## src/rtl/qc_ldpc_parity_serializer.sv

```systemverilog
// Captures the full QC-LDPC parity vector in one cycle and streams it out MSB first,
// one bit per valid/ready transfer, tagged with circulant block and bit position.
module qc_ldpc_parity_serializer #(
  parameter int CIRCULANT_SIZE = 88,
  parameter int NUM_BLOCKS     = 16,
  parameter int VEC_W          = NUM_BLOCKS * CIRCULANT_SIZE
) (
  input  logic             clk,
  input  logic             reset,
  input  logic [VEC_W-1:0] generated_vector,
  input  logic             parity_valid,
  output logic             parity_ready,
  input  logic             flush,
  output logic             code_bit,
  output logic             code_valid,
  input  logic             code_ready,
  output logic [3:0]       block_index,
  output logic [6:0]       bit_index,
  output logic             code_last,
  output logic             frame_done
);

  // state | meaning
  // IDLE  | empty, waiting for parity_valid to capture a vector
  // SHIFT | presenting shift_reg MSB, advancing on each accepted transfer
  typedef enum logic {IDLE = 1'b0, SHIFT = 1'b1} state_t;

  localparam logic [3:0] BLK_LAST = 4'(NUM_BLOCKS - 1);
  localparam logic [6:0] BIT_LAST = 7'(CIRCULANT_SIZE - 1);

  state_t           r_state;
  state_t           w_state_nxt;
  logic [VEC_W-1:0] r_shift;
  logic [3:0]       r_blk;
  logic [6:0]       r_bit;
  logic             r_frame_done;
  logic             w_load;
  logic             w_xfer;
  logic             w_last;

  assign w_last = (r_state == SHIFT) && (r_blk == BLK_LAST) && (r_bit == BIT_LAST);

  always_ff @(posedge clk) begin
    if (reset) r_state <= IDLE;
    else       r_state <= w_state_nxt;
  end

  always_comb begin
    w_state_nxt = r_state;
    w_load      = 1'b0;
    w_xfer      = 1'b0;
    case (r_state)
      IDLE: begin
        if (!flush && parity_valid) begin
          w_load      = 1'b1;
          w_state_nxt = SHIFT;
        end
      end
      SHIFT: begin
        if (flush) begin
          w_state_nxt = IDLE;
        end else if (code_ready) begin
          w_xfer = 1'b1;
          if (w_last) w_state_nxt = IDLE;
        end
      end
      default: w_state_nxt = IDLE;
    endcase
  end

  // Flush clears the datapath the same way reset does, so an aborted frame never pulses frame_done.
  always_ff @(posedge clk) begin
    if (reset || flush) begin
      r_shift      <= '0;
      r_blk        <= '0;
      r_bit        <= '0;
      r_frame_done <= 1'b0;
    end else begin
      r_frame_done <= w_xfer && w_last;
      if (w_load) begin
        r_shift <= generated_vector;
        r_blk   <= '0;
        r_bit   <= '0;
      end else if (w_xfer) begin
        r_shift <= {r_shift[VEC_W-2:0], 1'b0};
        if (w_last) begin
          r_blk <= '0;
          r_bit <= '0;
        end else if (r_bit == BIT_LAST) begin
          r_blk <= r_blk + 4'd1;
          r_bit <= '0;
        end else begin
          r_bit <= r_bit + 7'd1;
        end
      end
    end
  end

  assign parity_ready = (r_state == IDLE);
  assign code_valid   = (r_state == SHIFT);
  assign code_bit     = r_shift[VEC_W-1];
  assign block_index  = r_blk;
  assign bit_index    = r_bit;
  assign code_last    = w_last;
  assign frame_done   = r_frame_done;

endmodule
```

## config.mk

```make
export PLATFORM = sky130hd
export DESIGN_NAME = qc_ldpc_parity_serializer
export DESIGN_NICKNAME = d
export VERILOG_FILES = /design/src/rtl/qc_ldpc_parity_serializer.sv
export SDC_FILE = /design/constraint.sdc
export NUM_CORES = 2
export LEC_CHECK = 0
export ABC_AREA = 1
export BUFFER_PORTS_ARGS = -buffer_cell sky130_fd_sc_hd__buf_2
export CELL_PAD_IN_SITES_DETAIL_PLACEMENT = 1
export CELL_PAD_IN_SITES_GLOBAL_PLACEMENT = 2
export CORE_AREA = 4 4 555 557
export DETAILED_ROUTE_END_ITERATION = 7
export DIE_AREA = 0 0 559 561
export PLACE_DENSITY_LB_ADDON = 0.1
export SLEW_MARGIN = 20
export SYNTH_ARGS = -nofsm -noshare
export SYNTH_HDL_FRONTEND = slang
export SYNTH_SLANG_ARGS = --single-unit
```

## constraint.sdc

```tcl
create_clock -name clk -period 4.4 [get_ports clk]
set_clock_uncertainty 0.2 [all_clocks]
set_input_delay 0.88 -clock clk [delete_from_list [all_inputs] [get_ports clk]]
set_output_delay 0.88 -clock clk [all_outputs]
set_load 0.005 [all_outputs]
```

==> qor.yml <==
yosys:
  arithmetic_cell_share_of_the_synthesized_area_counting_full_adders_half_adders_and_majority_gates_pct: 0.0392
  syn-cell-area_mm2: 0.0639
  synth-seq-area-share_pct: 44.5
  synth_area_leaders: "sky130_fd_sc_hd__dfxtp_1 45%, sky130_fd_sc_hd__o21ai_0 17%, sky130_fd_sc_hd__a21oi_1 11%"
  number_of_nets_in_the_synthesized_netlist: 10700
  yosys.area_share.simple_pct: 8.69
  muxShareOfSynthArea_pct: 0
  ys_ff_latch: 1421
  cell_count_after_synthesis: 9323
  synth_compound_area_share_pct: 33.1
  syn-mean-instance-area_um2: 6.85
  yosysWarnings: 0
  synth_xor_xnor_area_share_pct: 0.0274
  yosys.cell_types.count: 23
  synth_top_family_by_area: "compound AO/OA/AOI/OAI gates"
  synthDominantCellAreaShare_pct: 44.5
  largest_area_contributor_in_the_synthesized_netlist: "sky130_fd_sc_hd__dfxtp_1"
drt:
  drt-total-wl_mm: 321
  vias: 66800
  drt_iter0_markers: 3747
  detail_route.wl_per_cell_um: 22.0
  dr_drc_count: 0
  via_per_inst: 4.58
  ant_nets: 0
  number_of_iterations_in_the_first_detailed_routing_pass: 5
die:
  start_util_pct: 21.1
  chipHeight_um: 561
  dieArea_mm2: 0.314
  num_rows: 202
  boundaryPins: 1429
  core-area_mm2: 0.303
  die_w_um: 559
timing:
  layout_worst_path_cycle_share_pct: 75.5
  report.final.setup_viol: 0
  grt_setup_unrepaired: "no"
  timing.final.max_slew_violations: 0
  maxSlewHeadroom_pct: 34.6
  finalCriticalPeriod_ns: 3.32
  achievable-frequency_ghz: 0.301
  fin_ws_ns: 1.08
  timing_worst_slew_pin_value_ns: 0.981
  fin_tns_setup_ns: 0
  finalHoldViolCount: 0
worst_setup_path:
  timing.critical_path.from_type: "flip-flop"
  r2r_setup_slack_ns: 1.65
  critical_path.slowest_cell: "sky130_fd_sc_hd__dfxtp_1"
  worst-setup-path-type: "flip-flop to primary output"
  worst_path_largest_cell_delay_ns: 0.40
  arrival_ns: 2.24
  timing.critical_path.fanout_max: 5
  cp.buffers_inverters: 2
  worst-endpoint-required_ns: 3.32
  worstPathCellList: "ha_1 -> nand2_1 -> nor2_1 -> inv_1 -> nor3_1 -> buf_2"
  r2r-end: "r_shift[500]"
  worst_r2r_startpoint: "code_valid"
  worstSetupEndpointType: "primary output"
  ff2ff_path_depth: 7
  crit_path_leading_delay_family: "simple AND/OR/NAND/NOR gates"
clock_network:
  tritoncts.num_buffers: 191
  cts_repair_resize_count: 0
  clock_latency_reported_for_the_late_side_of_the_worst_skew_pair_ns: 0.87
  tritoncts_clock_tree: "built"
  cts_setup_buffers: 0
  cts.htree.levels: 4
  clock-root-buffer: "sky130_fd_sc_hd__clkbuf_16"
  clkSlewWorstSetupHoldPaths_ns: 0.06
  clock_sinks: 1421
  buffer_depth_of_the_longest_clock_path: 4
run_status:
  status: "finished clean"
global_routing:
  global_route.usage.total_pct: 19.5
  grt_first_pass_wirelength_mm: 459
  first_global_vias: 65400
  grt_start_max_net_pins: 191
  grt-ovfl-total: 0
  grt_antenna_before_repair: 538
pwr:
  power-per-cell-area_mw_per_mm2: 394
  seq_power_share_pct: 42.3
  p_comb_share_pct: 10.4
  fin_total_pwr_mw: 32.0
  ir_drop_v: 0.000309
  intPower_mw: 23.3
  power_switching_share_pct: 27.2
  clkPwrFrac_pct: 47.2
  p_leak_nw: 27.7
  total_switching_power_mw: 8.68
worst_hold_path:
  whs_endpoint: "r_shift[207]"
  hold_path_class: "input pin to flip-flop"
  holdCritStartpoint: "generated_vector[207]"
  min_path_cells: 3
final_layout:
  fin_area_mm2: 0.0811
  layout-area-overhead-vs-synth_pct: 26.9
  layout.cells.most_common_list: "2210 x sky130_fd_sc_hd__o21ai_0, 1431 x sky130_fd_sc_hd__nand2_1, 1428 x sky130_fd_sc_hd__buf_2"
  most_common_cell_after_layout_fill_and_taps_aside: "sky130_fd_sc_hd__o21ai_0"
  post_route_cells_drive_above_1_share_pct: 17.7
  design.final.nets: 11800
  finish.utilization_pct: 26.8
place:
  dpl.hpwl_mm: 235
  gp_routability_congestion: 0.827
  numPortBuffers: 1428
  post_place_setup_slack_ns: 1.11
  placedInstanceArea_mm2: 0.0749
job:
  max_cap_viol_count: 0
[cell usage after synthesis (all sizes together)]
| cell type | n |
|---|---|
| o21ai | 2815 |
| nand2 | 1432 |
| dfxtp | 1421 |
| inv | 1420 |
| a21oi | 1414 |
| clkbuf | 500 |
| buf | 281 |
| nor2 | 15 |
| nand3 | 11 |
| nor3 | 4 |
| ha | 2 |
| nand4 | 2 |
| or2 | 2 |
| nand3b | 1 |
| o211ai | 1 |
| xnor2 | 1 |
| xor2 | 1 |
[power by group through the flow]
stage	clock, mW	sequential, mW	combinational (mW)
after floorplan	0	13.7	1.84
after global placement	0	13.8	3.37
after detailed placement	0	13.8	3.41
after CTS	15.8	13.5	3.43
after global routing	16.2	13.6	3.81
final	15.1	13.5	3.34
[registers in the layout, summed over array words and instances, names as in the netlist]
signal	cells
bit_index	7
code_valid	1
r_shift	1408
block_index	4
frame_done	1
[cells by family after synthesis]
group           Yosys count
compound gates         4230
xor+xnor                  2
fa+ha+maj                 2
buf+inv                2201
flops                  1421
simple gates           1467
[worst max path at each step]
stage	startpoint	endpoint	slack, ns	depth (start not counted)
final	block_index[0]	code_last	1.08	6
after global routing	block_index[0]	code_last	0.87	6
after CTS	block_index[0]	code_last	0.95	6
after detailed placement	flush	r_shift[2]	1.11	7
after global placement	flush	r_shift[647]	0.62	6
after floorplan	flush	r_shift[1248]	2.18	6
[worst min-delay path, cell delays in order]
cell,delay [ns]
sky130_fd_sc_hd__buf_2,0.07
sky130_fd_sc_hd__o21ai_0,0.07
sky130_fd_sc_hd__a21oi_1,0.11
[through the flow]
step,hold slack (ns),cells
floorplan,0.241,9323
global placement,0.250,14100
detailed placement,0.254,14100
CTS,0.000166,14400
global route,0.0419,14500
finish,0.0952,14600
[per-layer routing]
layer | wire length (um) | vias to the layer above | GRT usage, %
met5 | 2030 | - | 0
li1 | - | 32600 | -
met2 | 148000 | 1890 | 32.1
met3 | 28600 | 1006 | 8.07
met4 | 10500 | 312 | 5.90
met1 | 132000 | 31000 | 22.9
[area by class of cell]
| cell class | instances | area [um2] |
|---|---|---|
| Antenna cell | 126 | 315 |
| Tap cell | 3978 | 4980 |
| Inverter | 1420 | 5340 |
| Clock buffer | 303 | 5610 |
| Timing Repair Buffer | 1600 | 9370 |
| Fill cell | 37200 | 221000 |
| Sequential cell | 1421 | 28400 |
| Clock inverter | 23 | 225 |
| Multi-Input combinational cell | 5701 | 26800 |
[what timing repair did]
item / CTS / global route
hold endpoints to repair: 3 / 0
hold buffers: 3 / 0
setup endpoints to repair: 0 / 0
No activity file was read; power rests on OpenSTA's default activity.
